File: src/rtl/camera_stream_packetizer.sv
// Packs the free-running camera pixel stream into sop/eop-framed ready/valid packets.
// A show-ahead FIFO absorbs backpressure; truncated frames are closed with a filler eop word.
`timescale 1ns/1ps
module camera_stream_packetizer #(
    parameter int IMG_WIDTH  = 320,
    parameter int IMG_LENGTH = 240,
    parameter int FIFO_DEPTH = 16
) (
    input  logic        clk,
    input  logic        reset,
    input  logic        vsync_in,
    input  logic        pixel_valid_in,
    input  logic [11:0] pixel_data_in,
    input  logic        ready_in,
    output logic        valid_out,
    output logic        startofpacket_out,
    output logic        endofpacket_out,
    output logic [11:0] data_out,
    output logic        frame_error,
    output logic [15:0] frame_count
);

    localparam int XW = (IMG_WIDTH  > 1) ? $clog2(IMG_WIDTH)  : 1;
    localparam int YW = (IMG_LENGTH > 1) ? $clog2(IMG_LENGTH) : 1;
    localparam int AW = $clog2(FIFO_DEPTH);
    localparam int CW = AW + 1;

    localparam logic [XW-1:0] X_LAST = XW'(IMG_WIDTH - 1);
    localparam logic [YW-1:0] Y_LAST = YW'(IMG_LENGTH - 1);
    localparam logic [CW-1:0] C_FULL = CW'(FIFO_DEPTH);

    typedef struct packed {
        logic        sop;
        logic        eop;
        logic [11:0] data;
    } entry_t;

    typedef enum logic [1:0] {
        WAIT_FRAME,
        ACTIVE,
        CLOSE
    } state_t;

    state_t          state, state_n;
    logic [XW-1:0]   x, x_n;
    logic [YW-1:0]   y, y_n;
    logic            push, pop, full, empty;
    logic            err_set, cnt_inc;
    logic            at_first, at_last;
    entry_t          push_entry, head;
    entry_t          mem [FIFO_DEPTH];
    logic [AW-1:0]   wr_ptr, rd_ptr;
    logic [CW-1:0]   count;

    assign full     = (count == C_FULL);
    assign empty    = (count == '0);
    assign pop      = !empty && ready_in;
    assign at_first = (x == '0) && (y == '0);
    assign at_last  = (x == X_LAST) && (y == Y_LAST);

    always_ff @(posedge clk or posedge reset) begin
        if (reset) begin
            state       <= WAIT_FRAME;
            x           <= '0;
            y           <= '0;
            frame_error <= 1'b0;
            frame_count <= '0;
        end else begin
            state <= state_n;
            x     <= x_n;
            y     <= y_n;
            if (err_set) frame_error <= 1'b1;
            if (cnt_inc) frame_count <= frame_count + 16'd1;
        end
    end

    always_comb begin
        state_n    = state;
        x_n        = x;
        y_n        = y;
        push       = 1'b0;
        push_entry = '0;
        err_set    = 1'b0;
        cnt_inc    = 1'b0;
        case (state)
            WAIT_FRAME: begin
                if (vsync_in) begin
                    state_n = ACTIVE;
                    x_n     = '0;
                    y_n     = '0;
                end
            end
            ACTIVE: begin
                // A pixel arriving with vsync still belongs to the old frame.
                if (pixel_valid_in) begin
                    if (!full) begin
                        push            = 1'b1;
                        push_entry.sop  = at_first;
                        push_entry.eop  = at_last;
                        push_entry.data = pixel_data_in;
                        if (at_last) begin
                            cnt_inc = 1'b1;
                            state_n = WAIT_FRAME;
                            x_n     = '0;
                            y_n     = '0;
                        end else if (x == X_LAST) begin
                            x_n = '0;
                            y_n = y + YW'(1);
                        end else begin
                            x_n = x + XW'(1);
                        end
                    end else begin
                        err_set = 1'b1;
                        state_n = CLOSE;
                    end
                end
                if (vsync_in) begin
                    if (state_n == WAIT_FRAME) begin
                        state_n = ACTIVE;
                    end else if (state_n == ACTIVE && (x_n != '0 || y_n != '0)) begin
                        err_set = 1'b1;
                        state_n = CLOSE;
                    end
                end
            end
            CLOSE: begin
                if (!full) begin
                    push           = 1'b1;
                    push_entry.eop = 1'b1;
                    cnt_inc        = 1'b1;
                    state_n        = WAIT_FRAME;
                    x_n            = '0;
                    y_n            = '0;
                end
            end
            default: state_n = WAIT_FRAME;
        endcase
    end

    always_ff @(posedge clk or posedge reset) begin
        if (reset) begin
            wr_ptr <= '0;
            rd_ptr <= '0;
            count  <= '0;
        end else begin
            if (push) wr_ptr <= wr_ptr + AW'(1);
            if (pop)  rd_ptr <= rd_ptr + AW'(1);
            count <= count + CW'(push) - CW'(pop);
        end
    end

    // Storage needs no reset: the head is masked while the FIFO is empty.
    always_ff @(posedge clk) begin
        if (push) mem[wr_ptr] <= push_entry;
    end

    assign head              = mem[rd_ptr];
    assign valid_out         = !empty;
    assign startofpacket_out = valid_out & head.sop;
    assign endofpacket_out   = valid_out & head.eop;
    assign data_out          = valid_out ? head.data : 12'h000;

endmodule

File: config.mk
export PLATFORM = sky130hd
export DESIGN_NAME = camera_stream_packetizer
export DESIGN_NICKNAME = d
export VERILOG_FILES = /design/src/rtl/camera_stream_packetizer.sv
export SDC_FILE = /design/constraint.sdc
export NUM_CORES = 1
export LEC_CHECK = 0
export CAP_MARGIN = 20
export CORE_ASPECT_RATIO = 1.1
export CORE_UTILIZATION = 40
export DETAILED_ROUTE_END_ITERATION = 8
export GPL_TIMING_DRIVEN = 0
export PLACE_DENSITY = 0.61
export SYNTH_ARGS = -nofsm -noshare
export SYNTH_HDL_FRONTEND = slang
export SYNTH_SLANG_ARGS = --single-unit
File: constraint.sdc
create_clock -name clk -period 5.2 [get_ports clk]
set_input_delay 1.3 -clock clk [delete_from_list [all_inputs] [get_ports clk]]
set_output_delay 1.3 -clock clk [all_outputs]
set_load 0.02 [all_outputs]
==> results of run 1 <==
metal layers:
layer | vias to the layer above | track usage (%) | part of all wire (%)
met5 | - | 0 | 0
met4 | 0 | 6.04 | 3.1
met3 | 55 | 2.55 | 5.2
met2 | 193 | 31.9 | 51
met1 | 3344 | 22.9 | 41
li1 | 2924 | - | -
Yosys cell counts, types with 6 or more instances:
library cell,count,area (um^2)
sky130_fd_sc_hd__edfxtp_1,224,6730
sky130_fd_sc_hd__mux4_2,70,1580
sky130_fd_sc_hd__dfrtp_1,49,1230
sky130_fd_sc_hd__and2_1,44,275
sky130_fd_sc_hd__nand2_1,30,113
sky130_fd_sc_hd__inv_1,23,86.3
sky130_fd_sc_hd__nor2_1,21,78.8
sky130_fd_sc_hd__o21ai_0,20,100
sky130_fd_sc_hd__xnor2_1,20,175
sky130_fd_sc_hd__ha_1,19,238
sky130_fd_sc_hd__clkbuf_1,18,67.6
sky130_fd_sc_hd__a21oi_1,11,55.1
sky130_fd_sc_hd__nand3_1,11,55.1
sky130_fd_sc_hd__xor2_1,10,87.6
sky130_fd_sc_hd__nand4_1,9,56.3
sky130_fd_sc_hd__buf_2,8,40.0
sky130_fd_sc_hd__nor2b_1,8,50.1
sky130_fd_sc_hd__and4_1,7,61.3
sky130_fd_sc_hd__a21o_1,6,45.0
flip-flops by register name (all words and copies together) (netlist names), 2 cells and up:
name         cells
mem            224
frame_count     16
x                9
y                8
count            5
rd_ptr           4
wr_ptr           4
state            2
stage by stage:
stage / util (%) / std cells / instance area [um^2] / power, mW
after floorplan: - / 700 / 11900 / 4.37
after global placement: 44.4 / 1116 / 12900 / 5.13
after detailed placement: 44.5 / 1118 / 12900 / 5.21
after CTS: 47.7 / 1168 / 13800 / 7.20
after global routing: 47.8 / 1170 / 13800 / 7.48
final: 47.8 / 1170 / 13800 / 7.15
layout make-up:
type | instances | area share [%]
sequential | 273 | 57.5
multi-input combinational | 367 | 26.6
clock buffer | 38 | 5.56
timing repair buffer | 52 | 3.92
tap | 368 | 3.33
buffer | 37 | 1.44
clock inverter | 12 | 0.995
inverter | 23 | 0.624
cells by family after synthesis:
kind of cell,Yosys count
DFF,273
and+or+nand+nor,168
AOI/OAI and AO/OA,76
muxes,73
buffers and inverters,60
xor gates and xnor gates,30
adders and majority gates,20
worst min path at each step:
stage	startpoint	end	slack, ns
5_1_grt	frame_count[15]	frame_count[15]	0.50
6_report	frame_error	frame_error	0.48
4_1_cts	frame_error	frame_error	0.49
2_1_floorplan	y[7]	y[7]	0.50
3_5_place_dp	frame_error	frame_error	0.47
3_3_place_gp	frame_count[15]	frame_count[15]	0.46
critical path: stages (launching register included):
cell and delay [ns]:
sky130_fd_sc_hd__dfrtp_1 0.35, sky130_fd_sc_hd__clkbuf_1 0.14, sky130_fd_sc_hd__buf_2 0.41, sky130_fd_sc_hd__buf_2 0.46, sky130_fd_sc_hd__mux4_2 0.55, sky130_fd_sc_hd__mux4_2 0.48, sky130_fd_sc_hd__and2_1 0.18, sky130_fd_sc_hd__clkdlybuf4s50_1 0.54
power by group through the flow:
stage	logic (mW)	clock network, mW	registers, mW
floorplan	1.63	0	2.73
global placement	2.38	0	2.74
detailed placement	2.45	0	2.76
CTS	2.46	2.03	2.72
global route	2.63	2.11	2.73
finish	2.44	1.99	2.72
timing repair:
item                                    in CTS  in global routing
pin swaps                                    0                  0
gates resized for setup                      2                  1
endpoints found under the setup margin      11                  1
==> insert_results.sql, run 1 <==
INSERT INTO impl_metrics (metric_group, metric, value, unit) VALUES
('timing', 'layout_worst_path_cycle_share', '95.6', '%'),
('critical_path', 'timing.critical_path.to_type', 'output pin', ''),
('critical_path', 'crit_fanout', '10', ''),
('drt', 'ant_nets', '0', ''),
('power', 'seqPwrFrac', '38.0', '%'),
('outcome', 'outcome', 'complete, but fails checks', ''),
('yosys', 'synth.avg_cell_area', '17.0', 'um^2'),
('power', 'power_per_cell_area', '517', 'nW/um^2'),
('timing', 'finalWorstSetupSlack', '0.230', 'ns'),
('drt', 'drt_iter0_markers', '567', ''),
('yosys', 'yosys_most_used_dff', 'sky130_fd_sc_hd__edfxtp_1', ''),
('critical_path', 'timing.critical_path.from_type', 'flip-flop', ''),
('critical_path', 'ff2ff_path_depth', '8', ''),
('drt', 'post-route-drc-count', '1', ''),
('power', 'cellLeakagePower', '4.81', 'nW'),
('power', 'share_clk_of_total_power', '27.9', '%'),
('global_route', 'overflow', '0', ''),
('drt', 'detail_route.wl_per_cell', '23.0', 'um'),
('worst_hold_path', 'hold-path-cell-count', '2', ''),
('cts', 'cts.sink_count', '273', ''),
('power', 'vdd_drop_max', '0.000340', 'V'),
('die', 'initial_utilization', '41.2', '%'),
('power', 'p_sw', '2.21', 'mW'),
('yosys', 'postSynthCellCount', '700', ''),
('die', 'dieArea', '30500', 'um^2'),
('cts', 'cts_setup_buffers', '0', ''),
('cts', 'htree_levels', '1', ''),
('cts', 'clock_path_buffers', '3', ''),
('timing', 'timing.max_slew.rel_slack', '29.3', '%'),
('drt', 'drt-pass1-iter-count', '6', ''),
('worst_hold_path', 'hold_path_class', 'flip-flop to flip-flop', ''),
('outcome', 'failed_checks', 'DRC', ''),
('critical_path', 'crit-reg2reg-capture', 'mem[12][2]', ''),
('cts', 'numCtsBuffers', '28', ''),
('global_route', 'gr-usage-all-layers', '18.0', '%'),
('cts', 'cts.hold.buffers_added', '0', ''),
('cells_and_area', 'proportion_of_layout_cells_with_a_drive_suffix_above_1', '19.2', '%'),
('drt', 'postRouteWirelength', '26.9', 'mm'),
('global_route', 'antenna_violations_before_repair', '2', ''),
('placed_design', 'port_buffers', '48', ''),
('die', 'floorplan.core_area', '29000', 'um^2'),
('timing', 'hold_violations', '0', ''),
('yosys', 'area_of_the_mapped_netlist', '11900', 'um^2'),
('timing', 'timing_worst_slew_pin_value', '1.05', 'ns'),
('power', 'p_comb_share', '34.1', '%'),
('job', 'max-cap-violations', '0', ''),
('drt', 'via_count', '6516', ''),
('placed_design', 'placement.setup.worst_slack', '0.469', 'ns'),
('timing', 'report.final.slew_viol_count', '0', ''),
('cells_and_area', 'antennaDiodeCount', '0', ''),
('yosys', 'yosys-mux-area-fraction', '13.5', '%'),
('cells_and_area', 'most_frequent_cells_in_the_layout', 'sky130_fd_sc_hd__edfxtp_1, sky130_fd_sc_hd__mux4_2, sky130_fd_sc_hd__dfrtp_1, sky130_fd_sc_hd__clkdlybuf4s50_1, sky130_fd_sc_hd__and2_1', ''),
('timing', 'finalClockSkew', '0.00968', 'ns'),
('global_route', 'first_global_vias', '6885', ''),
('cts', 'ctsRootBufferMaster', 'sky130_fd_sc_hd__clkbuf_16', ''),
('cells_and_area', 'layout.cells.most_common', 'sky130_fd_sc_hd__edfxtp_1', ''),
('cts', 'tritoncts', 'built', ''),
('critical_path', 'timing.critical_path.to', 'startofpacket_out', ''),
('yosys', 'asyncSetResetFlopFracSynth', '17.9', '%'),
('timing', 'unrepaired_setup_endpoints_after_global_routing', 'false', ''),
('yosys', 'ys_seq_area_share', '66.7', '%'),
('yosys', 'yosys.cell_types.count', '70', ''),
('placed_design', 'routability_congestion', '0.893', ''),
('timing', 'report.final.setup_viol', '0', ''),
('cells_and_area', 'finalNetCount', '819', ''),
('die', 'floorplan.io_pins', '49', ''),
('critical_path', 'required', '3.90', 'ns'),
('yosys', 'yosysWarningCount', '0', ''),
('timing', 'max_clock_freq', '201', 'MHz'),
('cells_and_area', 'synthToLayoutAreaGrowth', '16.1', '%'),
('global_route', 'grt_start_max_net_pins', '32', '');
Power figures use the tool's default switching activity.
==> run 2: changes to the inputs <==
Settings changed: ABC_AREA set to 1, GPL_ROUTABILITY_DRIVEN set to 0, PLACE_DENSITY 0.61 to 0.66.
==> run 2 against run 1 <==
Net effect:
- the flow now finishes without violations
- worst hold slack got worse by 0.0096 ns
- sequential power about the same
- sequential share of layout area decreased by 1.5 points
- die area increased by 0.10%
- clock skew increased by 0.019 ns
- count of clock-buffer cells in the layout increased by 2
- non-clock buffer count increased by 37
- critical path type unchanged
- largest power group is now combinational logic
==> insert_results.sql, run 2 <==
INSERT INTO impl_metrics (metric_group, metric, value, unit) VALUES
('cells_and_area', 'top_register', 'mem', ''),
('critical_path', 'ff2ff_path_depth', '14', ''),
('die', 'die_x', '167', 'um'),
('worst_hold_path', 'hold-path-cell-count', '2', ''),
('timing', 'min_period', '5.02', 'ns'),
('yosys', 'synth.area.top_cells', 'sky130_fd_sc_hd__edfxtp_1, sky130_fd_sc_hd__dfrtp_1, sky130_fd_sc_hd__nand2_1', ''),
('drt', 'post-route-drc-count', '0', ''),
('worst_hold_path', 'hold_path_class', 'flip-flop to flip-flop', ''),
('timing', 'finalClockSkew', '0.0289', 'ns'),
('critical_path', 'reg2reg_setup_slack', '1.93', 'ns'),
('worst_hold_path', 'worst_hold_startpoint', 'frame_error', ''),
('yosys', 'yosys.cell_types.count', '36', ''),
('die', 'chipHeight', '183', 'um'),
('yosys', 'asyncSetResetFlopFracSynth', '17.9', '%'),
('drt', 'vias_per_cell', '5.52', ''),
('yosys', 'yosysTopAreaCellShare', '56.4', '%'),
('die', 'floorplan.io_pins', '49', ''),
('timing', 'hold_violations', '0', ''),
('timing', 'setup_tns', '0', 'ns'),
('global_route', 'first_global_vias', '8003', ''),
('cts', 'cts.hold.buffers_added', '0', ''),
('cts', 'cts_setup_buffers', '0', ''),
('cells_and_area', 'antennaDiodeCount', '0', ''),
('cts', 'htree_levels', '1', ''),
('cts', 'numCtsBuffers', '29', ''),
('outcome', 'outcome', 'completed', ''),
('cells_and_area', 'layout.cells.most_common', 'sky130_fd_sc_hd__edfxtp_1', ''),
('timing', 'timing.max_slew.rel_slack', '28.2', '%'),
('critical_path', 'crit_fanout', '10', ''),
('die', 'std_cell_rows', '65', ''),
('power', 'vdd_drop_max', '0.000248', 'V'),
('critical_path', 'cp_data_arrival_time', '3.72', 'ns'),
('timing', 'max_clock_freq', '199', 'MHz'),
('cts', 'clk_transition_reported_paths', '0.06', 'ns'),
('cts', 'quantity_of_gates_resized_following_cts', '0', ''),
('cts', 'cts.sink_count', '273', ''),
('cells_and_area', 'nFillCells', '2543', ''),
('die', 'floorplan.core_area', '29000', 'um^2'),
('cells_and_area', 'max_ffs_per_register', '224', ''),
('cells_and_area', 'reg_top3', 'mem x224, frame_count x16, x x9', ''),
('drt', 'via_count', '8278', ''),
('yosys', 'yosysWarningCount', '0', ''),
('global_route', 'gr-usage-all-layers', '20.2', '%'),
('yosys', 'postSynthCellCount', '1002', ''),
('cts', 'clock_path_buffers', '3', ''),
('critical_path', 'crit-reg2reg-capture', 'count[4]', ''),
('job', 'max-cap-violations', '0', ''),
('cells_and_area', 'finish.cell_count_without_fillers', '1500', ''),
('placed_design', 'port_buffers', '48', ''),
('yosys', 'top_count_cell_post_synth', 'sky130_fd_sc_hd__edfxtp_1', ''),
('die', 'dieArea', '30500', 'um^2'),
('global_route', 'overflow', '0', ''),
('yosys', 'ys_seq_area_share', '66.7', '%'),
('yosys', 'yosys.area.top_type', 'sky130_fd_sc_hd__edfxtp_1', ''),
('drt', 'postRouteWirelength', '30.5', 'mm'),
('cells_and_area', 'synthToLayoutAreaGrowth', '19.1', '%'),
('critical_path', 'timing.critical_path.from_type', 'flip-flop', ''),
('power', 'cellLeakagePower', '5.29', 'nW'),
('placed_design', 'dp_hpwl', '21.5', 'mm'),
('yosys', 'yosys_most_used_dff', 'sky130_fd_sc_hd__edfxtp_1', ''),
('timing', 'hold_slack', '0.470', 'ns'),
('timing', 'report.final.slew_viol_count', '0', ''),
('drt', 'drt_iter0_markers', '910', ''),
('cts', 'ctsRootBufferMaster', 'sky130_fd_sc_hd__clkbuf_16', ''),
('power', 'power_per_cell_area', '544', 'nW/um^2'),
('yosys', 'number_of_synthesized_flops_with_an_enable_pin', '224', ''),
('worst_hold_path', 'hold-path-endpoint', 'frame_error', ''),
('global_route', 'antenna_violations_before_repair', '0', ''),
('yosys', 'synth.top_cells.by_count', 'sky130_fd_sc_hd__edfxtp_1, sky130_fd_sc_hd__nand2_1, sky130_fd_sc_hd__nor2_1, sky130_fd_sc_hd__inv_1, sky130_fd_sc_hd__a21oi_1', ''),
('placed_design', 'dp_cells', '1443', ''),
('yosys', 'synth.avg_cell_area', '11.9', 'um^2'),
('drt', 'drt-pass1-iter-count', '7', ''),
('yosys', 'ys_seq_elements', '273', ''),
('cells_and_area', 'finalNetCount', '1147', ''),
('critical_path', 'timing.critical_path.to_type', 'output pin', ''),
('yosys', 'area_of_the_mapped_netlist', '11900', 'um^2'),
('timing', 'timing_worst_slew_pin_value', '1.07', 'ns'),
('critical_path', 'required', '3.90', 'ns'),
('global_route', 'grt_start_max_net_pins', '30', ''),
('global_route', 'grt_pass1_wl', '46.8', 'mm'),
('power', 'power', '7.72', 'mW'),
('drt', 'ant_nets', '0', ''),
('cts', 'clock_insertion_delay_worst_skew', '0.57', 'ns'),
('critical_path', 'setup.worst_path.class', 'flip-flop to output pin', ''),
('critical_path', 'crit-reg2reg-launch', 'count[2]', ''),
('cts', 'tritoncts', 'built', ''),
('drt', 'detail_route.wl_per_cell', '20.4', 'um'),
('die', 'initial_utilization', '41.1', '%'),
('timing', 'report.final.setup_viol', '0', ''),
('timing', 'unrepaired_setup_endpoints_after_global_routing', 'false', ''),
('yosys', 'synthesis.nets', '1039', ''),
('timing', 'layout_worst_path_cycle_share', '96.6', '%'),
('cells_and_area', 'proportion_of_layout_cells_with_a_drive_suffix_above_1', '9.81', '%'),
('cells_and_area', 'most_frequent_cells_in_the_layout', 'sky130_fd_sc_hd__edfxtp_1, sky130_fd_sc_hd__nand2_1, sky130_fd_sc_hd__nor2_1, sky130_fd_sc_hd__inv_1, sky130_fd_sc_hd__a21oi_1', '');
[run 2: layer usage]
layer | global-route usage [%] | part of all wire [%] | wire [um] | vias to the layer above
li1 | - | - | - | 3838
met1 | 27.8 | 42 | 12700 | 3994
met2 | 33.5 | 47 | 14500 | 393
met4 | 6.26 | 2.8 | 841 | 0
met5 | 0 | 0 | 0 | -
met3 | 2.68 | 8.3 | 2550 | 53
[run 2: stage by stage]
step / area, um^2 / util, % / setup WS (ns)
after detailed placement: 13200 / 45.4 / 0.827
after global placement: 12900 / 44.3 / 0.151
final: 14200 / 48.9 / 0.176
after global routing: 14200 / 48.9 / 0.0204
after CTS: 14200 / 48.8 / 0.208
after floorplan: 11900 / - / 2.15
[run 2: cell type report]
cell class | count | area, um^2 | area share, %
inverters | 80 | 309 | 2.18
flip-flops and latches | 273 | 7950 | 56.0
repair buffers | 77 | 812 | 5.72
plain buffers | 49 | 194 | 1.37
clock inverters | 13 | 165 | 1.16
well taps | 368 | 460 | 3.24
multi-input cells | 600 | 3480 | 24.5
clock buffers | 40 | 827 | 5.82
[run 2: worst max-delay path, stage by stage, from the launching register on]
cell and delay (ns):
sky130_fd_sc_hd__dfrtp_1 0.35, sky130_fd_sc_hd__clkbuf_1 0.25, sky130_fd_sc_hd__buf_2 0.34, sky130_fd_sc_hd__clkbuf_1 0.55, sky130_fd_sc_hd__nand2_1 0.12, sky130_fd_sc_hd__a32oi_1 0.34, sky130_fd_sc_hd__o211ai_1 0.20, sky130_fd_sc_hd__a21oi_1 0.33
sky130_fd_sc_hd__clkdlybuf4s50_1 0.66
[run 2: where the power goes]
part / leakage, nW / internal (mW) / switching (mW)
logic: 2.14 / 0.949 / 1.92
registers: 2.67 / 2.62 / 0.110
clock network: 0.482 / 1.26 / 0.866
[run 2: how the worst max path moves through the flow]
| stage | from | to | slack (ns) |
|---|---|---|---|
| 5_1_grt | rd_ptr[0] | startofpacket_out | 0.02 |
| 2_1_floorplan | rd_ptr[0] | data_out[1] | 2.15 |
| 3_3_place_gp | pixel_valid_in | mem[6][13] | 0.15 |
| 6_report | rd_ptr[0] | startofpacket_out | 0.18 |
| 4_1_cts | rd_ptr[0] | startofpacket_out | 0.21 |
| 3_5_place_dp | rd_ptr[0] | startofpacket_out | 0.83 |
[run 2: kinds of logic after synthesis]
group / synth area share, %
buffers and inverters: 4.22
adder cells (fa/ha/maj): 2.16
multiplexers: 2.35
XOR/XNOR: 1.76
flip-flops: 66.7
AO/OA/AOI/OAI: 10.5
AND/OR/NAND/NOR: 12.4
==> run 3: changes to the inputs <==
Settings changed: PLACE_DENSITY 0.66 to 0.69.
Clock period 5.2 ns to 4.5 ns, I/O delays scaled along.
==> run 3 against run 2 <==
Net effect:
- total power grew 15%
- utilization about the same
- die area unchanged
- clock skew down 0.0067 ns
- combinational power grew 16%
- worst setup slack got worse by 0.16 ns
- highest routed layer unchanged
- first-iteration DRC count fell by 12%
- critical endpoint is now data_out[9]
- via count up 1.1%
- non-clock buffer count grew 1
- sequential cell count did not move
- cell area hardly changed
==> insert_results.sql, run 3 (synthesized netlist as in run 2, its figures left out) <==
INSERT INTO impl_metrics (metric_group, metric, value, unit) VALUES
('outcome', 'outcome', 'completed', ''),
('global_route', 'gr-usage-all-layers', '20.0', '%'),
('timing', 'min_period', '4.48', 'ns'),
('drt', 'drt-pass1-iter-count', '5', ''),
('cells_and_area', 'multi_input_gate_area', '3490', 'um^2'),
('cts', 'cts.hold.buffers_added', '0', ''),
('cells_and_area', 'finish.cell_count_without_fillers', '1502', ''),
('timing', 'hold_slack', '0.467', 'ns'),
('die', 'std_cell_rows', '65', ''),
('cells_and_area', 'top_register', 'mem', ''),
('die', 'dieArea', '30500', 'um^2'),
('drt', 'via_count', '8372', ''),
('drt', 'postRouteWirelength', '30.3', 'mm'),
('cts', 'cts.sink_count', '273', ''),
('critical_path', 'timing.critical_path.to_type', 'output pin', ''),
('die', 'floorplan.io_pins', '49', ''),
('power', 'p_sw', '3.33', 'mW'),
('cts', 'htree_levels', '1', ''),
('global_route', 'first_global_vias', '8244', ''),
('timing', 'finalClockSkew', '0.0222', 'ns'),
('cts', 'clock_path_buffers', '3', ''),
('critical_path', 'required', '3.38', 'ns'),
('placed_design', 'port_buffers', '48', ''),
('cts', 'cts_setup_buffers', '0', ''),
('cts', 'clock_insertion_delay_worst_skew', '0.57', 'ns'),
('power', 'power_per_cell_area', '622', 'nW/um^2'),
('cells_and_area', 'finalNetCount', '1148', ''),
('power', 'power_switching_share', '37.6', '%'),
('timing', 'timing.max_slew.rel_slack', '37.9', '%'),
('placed_design', 'dp_hpwl', '21.3', 'mm'),
('critical_path', 'setup.worst_path.class', 'flip-flop to output pin', ''),
('timing', 'report.final.setup_viol', '0', ''),
('die', 'initial_utilization', '41.1', '%'),
('drt', 'post-route-drc-count', '0', ''),
('cts', 'numCtsBuffers', '29', ''),
('critical_path', 'cp_data_arrival_time', '3.36', 'ns'),
('critical_path', 'critical-path-slowest-cell', 'sky130_fd_sc_hd__clkdlybuf4s50_1', ''),
('placed_design', 'placement.setup.worst_slack', '0.285', 'ns'),
('timing', 'max_clock_freq', '223', 'MHz'),
('critical_path', 'cp_max_stage_delay', '0.64', 'ns'),
('drt', 'ant_nets', '0', ''),
('drt', 'drt_iter0_markers', '799', ''),
('power', 'p_int', '5.52', 'mW'),
('power', 'share_clk_of_total_power', '26.7', '%'),
('timing', 'setup_tns', '0', 'ns'),
('global_route', 'grt_start_max_net_pins', '32', ''),
('placed_design', 'dp_cells', '1444', ''),
('cts', 'ctsRootBufferMaster', 'sky130_fd_sc_hd__clkbuf_16', ''),
('power', 'vdd_drop_max', '0.000283', 'V'),
('placed_design', 'placement.cell_area', '13200', 'um^2'),
('cts', 'quantity_of_gates_resized_following_cts', '15', ''),
('timing', 'layout_worst_path_cycle_share', '99.6', '%'),
('die', 'die_x', '167', 'um'),
('cts', 'tritoncts', 'built', ''),
('critical_path', 'crit_fanout', '10', ''),
('cts', 'clk_transition_reported_paths', '0.06', 'ns'),
('power', 'power', '8.85', 'mW'),
('power', 'seqPwrFrac', '35.6', '%'),
('global_route', 'grt_pass1_wl', '46.8', 'mm'),
('critical_path', 'worst_path_most_repeated_cell', 'sky130_fd_sc_hd__a21oi_1', ''),
('critical_path', 'timing.critical_path.from_type', 'flip-flop', ''),
('job', 'max-cap-violations', '0', ''),
('power', 'p_comb_share', '37.7', '%'),
('cells_and_area', 'reg_top3', 'mem x224, frame_count x16, x x9', ''),
('die', 'floorplan.core_area', '29000', 'um^2'),
('timing', 'timing_worst_slew_pin_value', '0.923', 'ns'),
('drt', 'detail_route.wl_per_cell', '20.2', 'um'),
('cells_and_area', 'proportion_of_layout_cells_with_a_drive_suffix_above_1', '11.0', '%'),
('cells_and_area', 'utilization', '49.0', '%'),
('timing', 'hold_violations', '0', ''),
('timing', 'unrepaired_setup_endpoints_after_global_routing', 'false', ''),
('timing', 'finalWorstSetupSlack', '0.0169', 'ns'),
('power', 'cellLeakagePower', '5.38', 'nW'),
('worst_hold_path', 'hold_path_class', 'flip-flop to flip-flop', ''),
('die', 'chipHeight', '183', 'um'),
('global_route', 'overflow', '0', ''),
('global_route', 'antenna_violations_before_repair', '0', ''),
('cells_and_area', 'final-seq-area', '7950', 'um^2'),
('cells_and_area', 'layout.cells.most_common', 'sky130_fd_sc_hd__edfxtp_1', ''),
('cells_and_area', 'max_ffs_per_register', '224', ''),
('cells_and_area', 'nFillCells', '2486', ''),
('cells_and_area', 'synthToLayoutAreaGrowth', '19.1', '%'),
('cells_and_area', 'antennaDiodeCount', '0', ''),
('drt', 'vias_per_cell', '5.57', ''),
('timing', 'report.final.slew_viol_count', '0', ''),
('critical_path', 'worst_path_cell_trace', 'clkbuf_1 -> clkbuf_2 -> buf_2 -> a21oi_1 -> a32oi_1 -> o211ai_1 -> a21oi_1 -> clkdlybuf4s50_1', ''),
('cells_and_area', 'final_cell_area', '14200', 'um^2'),
('cells_and_area', 'most_frequent_cells_in_the_layout', 'sky130_fd_sc_hd__edfxtp_1, sky130_fd_sc_hd__nand2_1, sky130_fd_sc_hd__nor2_1, sky130_fd_sc_hd__inv_1, sky130_fd_sc_hd__a21oi_1', '');
run 3: cell count changes in the layout (fill, tap and decap cells not counted), moves of 3 or more:
cell / delta
sky130_fd_sc_hd__buf_1: -3
sky130_fd_sc_hd__buf_2: +3
sky130_fd_sc_hd__buf_4: +4
sky130_fd_sc_hd__buf_6: -3
sky130_fd_sc_hd__clkbuf_1: -10
sky130_fd_sc_hd__clkbuf_2: +5
sky130_fd_sc_hd__clkbuf_4: +7
sky130_fd_sc_hd__clkdlybuf4s50_1: -6
sky130_fd_sc_hd__dlymetal6s2s_1: +6
run 3: worst paths after layout:
path                                  start           to  slack, ns  depth (start not counted)
worst max register to register     count[3]     count[4]       1.20                         14
worst min-delay path            frame_error  frame_error       0.47                          2
min in group asynchronous             reset    rd_ptr[3]       0.92                          2
worst max-delay path              rd_ptr[1]  data_out[9]       0.02                          8
max in group asynchronous             reset    wr_ptr[2]       3.04                          3
worst min register to register  frame_error  frame_error       0.47                          2
run 3: area by class of cell:
cell class,count,area share [%]
plain buffers,49,1.62
clock buffers,44,6.07
clock inverters,10,0.651
inverters,80,2.17
multi-input cells,600,24.6
flip-flops and latches,273,56.0
well taps,368,3.24
repair buffers,78,5.74
run 3: power groups by stage:
stage	clock network, mW	logic [mW]	registers [mW]
after global routing	2.49	3.58	3.17
after detailed placement	0	3.24	3.20
after CTS	2.39	3.28	3.15
after floorplan	0	1.95	3.19
final	2.36	3.34	3.15
after global placement	0	3.12	3.20
run 3: worst max-delay path: cells and delay by family, from the launching register on:
family,cells,cell delay [ns]
AO/OA/AOI/OAI,4,0.79
flip-flops,1,0.35
buffers and inverters,4,1.63
run 3: metal layers:
| metal | vias to the layer above | global-route usage, % | part of all wire [%] |
|---|---|---|---|
| met3 | 77 | 3.52 | 8.5 |
| li1 | 3841 | - | - |
| met2 | 398 | 33.1 | 46 |
| met1 | 4056 | 26.5 | 41 |
| met4 | 0 | 7.26 | 3.8 |
| met5 | - | 0 | 0 |
